--- config.mk ---
export PLATFORM = sky130hd
export DESIGN_NAME = seg_capture
export DESIGN_NICKNAME = d
export VERILOG_FILES = /design/src/rtl/seg_pkg.sv /design/src/rtl/seg7_to_hex.sv /design/src/rtl/seg_capture.sv
export SDC_FILE = /design/constraint.sdc
export NUM_CORES = 1
export LEC_CHECK = 0
export BUFFER_PORTS_ARGS = -buffer_cell sky130_fd_sc_hd__buf_2
export CAP_MARGIN = 20
export CORE_MARGIN = 4
export CORE_UTILIZATION = 50
export DETAILED_ROUTE_END_ITERATION = 16
export GPL_TIMING_DRIVEN = 0
export PLACE_DENSITY = 0.81
export SYNTH_ARGS = -nofsm -noshare
export SYNTH_HDL_FRONTEND = slang
export SYNTH_HIERARCHICAL = 1
export SYNTH_SLANG_ARGS = --single-unit
export TNS_END_PERCENT = 30
--- constraint.sdc ---
create_clock -name clock -period 2.1 [get_ports clock]
set_input_delay 0.42 -clock clock [delete_from_list [all_inputs] [get_ports clock]]
set_output_delay 0.42 -clock clock [all_outputs]
set_load 0.01 [all_outputs]
--- src/rtl/seg_pkg.sv ---
// Shared constants for the 7-segment receive path: the active-low hex glyphs and segment bit positions.
// Segment vectors are {g,f,e,d,c,b,a}, which puts segment a in bit 0.
package seg_pkg;

   localparam int SEG_A = 0;
   localparam int SEG_B = 1;
   localparam int SEG_C = 2;
   localparam int SEG_D = 3;
   localparam int SEG_E = 4;
   localparam int SEG_F = 5;
   localparam int SEG_G = 6;

   localparam logic [6:0] SEG_BLANK = 7'h7F;

   localparam logic [6:0] GLYPH_0 = 7'h40;
   localparam logic [6:0] GLYPH_1 = 7'h79;
   localparam logic [6:0] GLYPH_2 = 7'h24;
   localparam logic [6:0] GLYPH_3 = 7'h30;
   localparam logic [6:0] GLYPH_4 = 7'h19;
   localparam logic [6:0] GLYPH_5 = 7'h12;
   localparam logic [6:0] GLYPH_6 = 7'h02;
   localparam logic [6:0] GLYPH_7 = 7'h78;
   localparam logic [6:0] GLYPH_8 = 7'h00;
   localparam logic [6:0] GLYPH_9 = 7'h10;
   localparam logic [6:0] GLYPH_A = 7'h08;
   localparam logic [6:0] GLYPH_B = 7'h03;
   localparam logic [6:0] GLYPH_C = 7'h46;
   localparam logic [6:0] GLYPH_D = 7'h21;
   localparam logic [6:0] GLYPH_E = 7'h06;
   localparam logic [6:0] GLYPH_F = 7'h0E;

endpackage

--- src/rtl/seg7_to_hex.sv ---
// Combinational inverse of the hex-to-segment decoder: active-low glyph in, nibble plus illegal flag out.
// Zero latency, no flow control; anything that is not one of the 16 glyphs decodes to 0 with illegal set.
module seg7_to_hex
   import seg_pkg::*;
(
   input  logic [6:0] seg_n,
   output logic [3:0] nibble,
   output logic       illegal
);

   always_comb begin
      nibble  = 4'h0;
      illegal = 1'b0;
      case (seg_n)
         GLYPH_0: nibble = 4'h0;
         GLYPH_1: nibble = 4'h1;
         GLYPH_2: nibble = 4'h2;
         GLYPH_3: nibble = 4'h3;
         GLYPH_4: nibble = 4'h4;
         GLYPH_5: nibble = 4'h5;
         GLYPH_6: nibble = 4'h6;
         GLYPH_7: nibble = 4'h7;
         GLYPH_8: nibble = 4'h8;
         GLYPH_9: nibble = 4'h9;
         GLYPH_A: nibble = 4'hA;
         GLYPH_B: nibble = 4'hB;
         GLYPH_C: nibble = 4'hC;
         GLYPH_D: nibble = 4'hD;
         GLYPH_E: nibble = 4'hE;
         GLYPH_F: nibble = 4'hF;
         default: illegal = 1'b1;
      endcase
   end

endmodule

--- src/rtl/seg_capture.sv ---
// Recovers hex frames from a multiplexed active-low 7-seg bus; frame out one clock after the last digit capture.
// Output held while valid && !ready; a frame completing then is dropped and flags sticky overrun. SEG_CAPTURE_DP_EN adds dp.
module seg_capture
   import seg_pkg::*;
#(
   parameter int NUM_DIGITS    = 4,
   parameter int STABLE_CYCLES = 4
) (
   input  logic                    clock,
   input  logic                    reset,
   input  logic [6:0]              seg_n,
   input  logic [NUM_DIGITS-1:0]   dig_n,
`ifdef SEG_CAPTURE_DP_EN
   input  logic                    dp_n,
   output logic [NUM_DIGITS-1:0]   dp_out,
`endif
   output logic [4*NUM_DIGITS-1:0] value,
   output logic [NUM_DIGITS-1:0]   err_mask,
   output logic                    valid,
   input  logic                    ready,
   output logic                    overrun
);

   localparam int            CW       = (STABLE_CYCLES < 1) ? 1 : $clog2(STABLE_CYCLES + 1);
   localparam logic [CW-1:0] STABLE_C = CW'(STABLE_CYCLES);
   localparam int            SW       = 7 + NUM_DIGITS + 1;

   logic                    dp_s;
   logic [SW-1:0]           sample;
   logic [SW-1:0]           prev;
   logic [NUM_DIGITS-1:0]   dig_sel;
   logic                    one_low;
   logic                    qual;
   logic                    same;
   logic [CW-1:0]           cnt;
   logic [CW-1:0]           cnt_next;
   logic                    capture;
   logic [NUM_DIGITS-1:0]   cap_mask;
   logic [3:0]              nib;
   logic                    illegal;
   logic [4*NUM_DIGITS-1:0] slot_val;
   logic [NUM_DIGITS-1:0]   slot_err;
   logic [NUM_DIGITS-1:0]   fresh;
   logic                    frame_done;

`ifdef SEG_CAPTURE_DP_EN
   logic [NUM_DIGITS-1:0]   slot_dp;
   assign dp_s = dp_n;
`else
   assign dp_s = 1'b1;
`endif

   seg7_to_hex u_dec (
      .seg_n   (seg_n),
      .nibble  (nib),
      .illegal (illegal)
   );

   // dp takes part in the compare so a dp edge restarts the dwell like any segment change
   assign sample  = {dp_s, seg_n, dig_n};
   assign dig_sel = ~dig_n;
   assign one_low = (dig_sel != '0) && ((dig_sel & (dig_sel - NUM_DIGITS'(1))) == '0);
   assign qual    = one_low && (seg_n != SEG_BLANK);
   assign same    = (sample == prev);

   always_comb begin
      cnt_next = '0;
      capture  = 1'b0;
      if (qual) begin
         if (!same)
            cnt_next = CW'(1);
         else if (cnt == STABLE_C)
            cnt_next = cnt;
         else
            cnt_next = cnt + CW'(1);
         // a saturated, unchanged dwell must not fire again
         capture = (cnt_next == STABLE_C) && !(same && (cnt == STABLE_C));
      end
   end

   assign cap_mask   = capture ? dig_sel : '0;
   assign frame_done = &fresh;

   always_ff @(posedge clock or posedge reset) begin
      if (reset) begin
         prev     <= '0;
         cnt      <= '0;
         slot_val <= '0;
         slot_err <= '0;
         fresh    <= '0;
         value    <= '0;
         err_mask <= '0;
         valid    <= 1'b0;
         overrun  <= 1'b0;
`ifdef SEG_CAPTURE_DP_EN
         slot_dp  <= '0;
         dp_out   <= '0;
`endif
      end else begin
         prev <= sample;
         cnt  <= cnt_next;

         for (int i = 0; i < NUM_DIGITS; i++) begin
            if (cap_mask[i]) begin
               slot_val[4*i +: 4] <= nib;
               slot_err[i]        <= illegal;
`ifdef SEG_CAPTURE_DP_EN
               slot_dp[i]         <= ~dp_n;
`endif
            end
         end

         // a capture landing on the hand-off edge belongs to the next frame
         fresh <= (frame_done ? '0 : fresh) | cap_mask;

         if (frame_done) begin
            if (!valid || ready) begin
               value    <= slot_val;
               err_mask <= slot_err;
               valid    <= 1'b1;
`ifdef SEG_CAPTURE_DP_EN
               dp_out   <= slot_dp;
`endif
            end else begin
               overrun <= 1'b1;
            end
         end else if (ready) begin
            valid <= 1'b0;
         end
      end
   end

endmodule

==> results by group <==
Status
  – Outcome: complete, but fails checks
  – Failing checks: setup timing

Logic synthesis
  – Yosys reg bits: slightly above 60
  – Synth Warn #: 6
  – Asr flop ratio synth: 1.00
  – Post-Syn Area: 2800 sq um
  – Yosys cell types: 44
  – Syn Area/Cell: 12.7 sq um
  – Register area share after synthesis: 0.545
  – Cell count after synthesis: 220
  – EDFF count, synth: 0
  – Net Count, Synth: approximately 240
  – Ys flop type: dfrtp_1

Floorplan
  – Die Wd: 82.8 um
  – Core area: 5270 sq um
  – Row cnt: 26
  – Starting Density: 0.531
  – Die span in y: 82.8 um
  – Die area: ~7000 sq um
  – Top Ports: 36

Timing
  – Slack of the critical path: -0.0475 ns
  – Min Tclk post-route: about 2.1 ns
  – Setup violators final: 5
  – Fin. max-slew vios: 0
  – Slew at the pin with the worst max-slew slack: approximately 0.59 ns
  – Sum of negative setup slack: -0.173 ns
  – Fin crit share: 1.02
  – Max Clk Rate: about 470 MHz
  – RSZ-0062 raised after global routing: yes
  – Clock skew: roughly 0.010 ns
  – Hold Vio Cnt, Final: 0
  – Max_slew headroom: 0.603

Drt
  – WL met1: 2660 um
  – DR vias/cell: roughly 5.4
  – WL met3: around 340 um
  – WL per Instance: 16.4 um
  – Vias: roughly 1900
  – DRC Markers: 0
  – Wirelength, routed: 5800 um
  – Highest metal used: met4
  – Pre-antenna DRT Iters: 4
  – DRT antenna net count: 0
  – Initial drt markers: 74
  – Met2 wire len: 2710 um

Worst setup path
  – Crit Path Max Fanout: 6
  – Critical Path RT: ~2.3 ns
  – Crit start category: flip-flop
  – WP data arrival: between 2 and 2.5 ns
  – Critical path endpoint category: flip-flop
  – Critical path class: reg -> reg

Final layout
  – Final Non-Filler Cells: 353
  – ANT cells: 0
  – # fillers: 375
  – Area Growth Syn to Fin: 25.5%
  – Share of layout cells above drive strength 1: 0.424
  – Multi-input gate area: around 1300 sq um
  – Commonest non-fill, non-tap cell in the layout: dfrtp_1
  – Seq. cell area: 1530 sq um
  – Most frequent cells in the layout: dfrtp_1 (61), buf_2 (40), mux2_2 (23)
  – Fin nets: a little under 300

Global routing
  – Vias in the first global route: ~1800
  – First-pass GRT wire length: around 9100 um
  – All-Layer GR Usage: 0.165
  – Largest net degree at the start of global routing: 46
  – Gr ovfl total: 0
  – Initial antenna violation count: 0

Power and ir drop
  – P_int: a little under 2 mW
  – P_sw: 0.580 mW
  – Power, Total: around 2.5 mW
  – Clock power share: 0.460
  – Cell Pwr Density: ~720 nW/um^2
  – Switch share: 0.229
  – Leakage: roughly 1.7 nW
  – Reg power frac: 0.472
  – Combinational group share of total power: 0.068
  – Worst vdd ir: 466 uV

Clock tree
  – CTS Buffer Depth: 2
  – CTS tree: built
  – H-tree depth: 3
  – Clock-pin slew on the worst setup and hold paths: about 0.070 ns
  – Clock Tree Root: clkbuf_8
  – Clock sink total: between 60 and 70
  – Worst skew pair latency: about 0.34 ns
  – Num CTS Buffers: 9

Placed design
  – Placed insts: 326
  – Port buffer count: 35
  – DP Wirelength: 3790 um
  – GP Congestion: 0.777

Flow run
  – Max-Cap Viols: 0

Min path
  – Hold WC Path Type: in -> async
-- state kept, by name, indices dropped and copies added (netlist names) --
register / cells
cnt: 3
err_mask: 4
fresh: 4
overrun: 1
prev: 12
slot_err: 4
slot_val: 16
valid: 1
value: 16
-- cell usage after synthesis (2+ instances only) --
master    instances  share of area
a211o_1           2         0.0063
a21o_1            4          0.011
a21oi_1           3         0.0054
buf_1             2         0.0027
buf_2             6          0.011
clkbuf_1          2         0.0027
dfrtp_1          61           0.55
ha_1              2         0.0089
inv_1             5         0.0067
mux2_2           40           0.16
mux2i_1           4          0.014
nand2_1           9          0.012
nand2b_1          3         0.0067
nand3_1           4         0.0071
nand4_1           5          0.011
nand4b_1          2         0.0063
nor2_1            9          0.012
nor2b_1           3         0.0067
nor3_1            5         0.0089
nor3b_1           3         0.0080
nor4_4            4          0.030
nor4b_1           2         0.0063
o211ai_1          2         0.0054
o21ai_0           3         0.0054
o21bai_1          2         0.0054
or3_1             3         0.0067
xnor2_1          13          0.041
-- cell type report --
| type | count | area share |
|---|---|---|
| tap | 70 | 0.0249 |
| clock buffer | 10 | 0.0392 |
| timing repair buffer | 47 | 0.0869 |
| clock inverter | 6 | 0.0246 |
| sequential | 61 | 0.434 |
| inverter | 5 | 0.00534 |
| buffer | 10 | 0.0146 |
| multi-input combinational | 144 | 0.370 |
-- power groups by stage --
stage | combinational (mW) | clock (mW) | sequential (mW)
finish | 0.172 | 1.16 | 1.19
global route | 0.192 | 1.25 | 1.19
floorplan | 0.104 | 0 | 1.22
detailed placement | 0.163 | 0 | 1.22
global placement | 0.154 | 0 | 1.22
CTS | 0.168 | 1.17 | 1.19
-- critical path, cell delays in order, from the launching register on --
cell and delay, ns:
dfrtp_1 0.38, xnor2_1 0.18, nand4_1 0.10, or3_1 0.39, buf_6 0.15, nor4_4 0.31
buf_6 0.19, mux2_2 0.34
-- routing by layer --
| layer | global-route usage | up-vias |
|---|---|---|
| li1 | - | 909 |
| met1 | 0.233 | 931 |
| met2 | 0.235 | 64 |
| met3 | 0.0564 | 9 |
| met4 | 0.0594 | 0 |
| met5 | 0 | - |
-- worst paths after layout --
path | startpoint | to | slack, ns | depth (start not counted)
hold reg to reg | fresh[1] | fresh[1] | 0.48 | 1
setup / recovery | prev[7] | slot_val[6] | -0.05 | 7
max in group asynchronous | reset | value[4] | 1.51 | 3
setup reg to reg | prev[7] | slot_val[6] | -0.05 | 7
min in group clock | seg_n[6] | prev[10] | 0.26 | 1
hold / removal | reset | valid | 0.04 | 2
-- cells by family after synthesis --
logic type      count (synthesis)  synth area share
mux                            44             0.175
other cells                     1           0.00134
fa+ha+maj                       2           0.00894
buf+inv                        15            0.0228
flops                          61             0.545
xor+xnor                       13            0.0407
simple gates                   60             0.145
compound gates                 24            0.0612
-- through the flow --
step                setup slack (ns)  area [sq um]  hold slack [ns]   util
finish                       -0.0475          3510           0.0430  0.667
global route                  -0.137          3510           0.0654  0.667
CTS                          0.00647          3380           0.0489  0.642
detailed placement            -0.307          3090            0.415  0.586
global placement              -0.476          3070            0.460  0.582
floorplan                     0.0385          2810            0.449      -
-- timing repair --
action / CTS / global route
pin swaps: 5 / 7
setup buffers: 6 / 5
hold buffers: 0 / 0
gates resized for setup: 6 / 23
endpoints found under the setup margin: 20 / 20
Power figures use the tool's default switching activity.
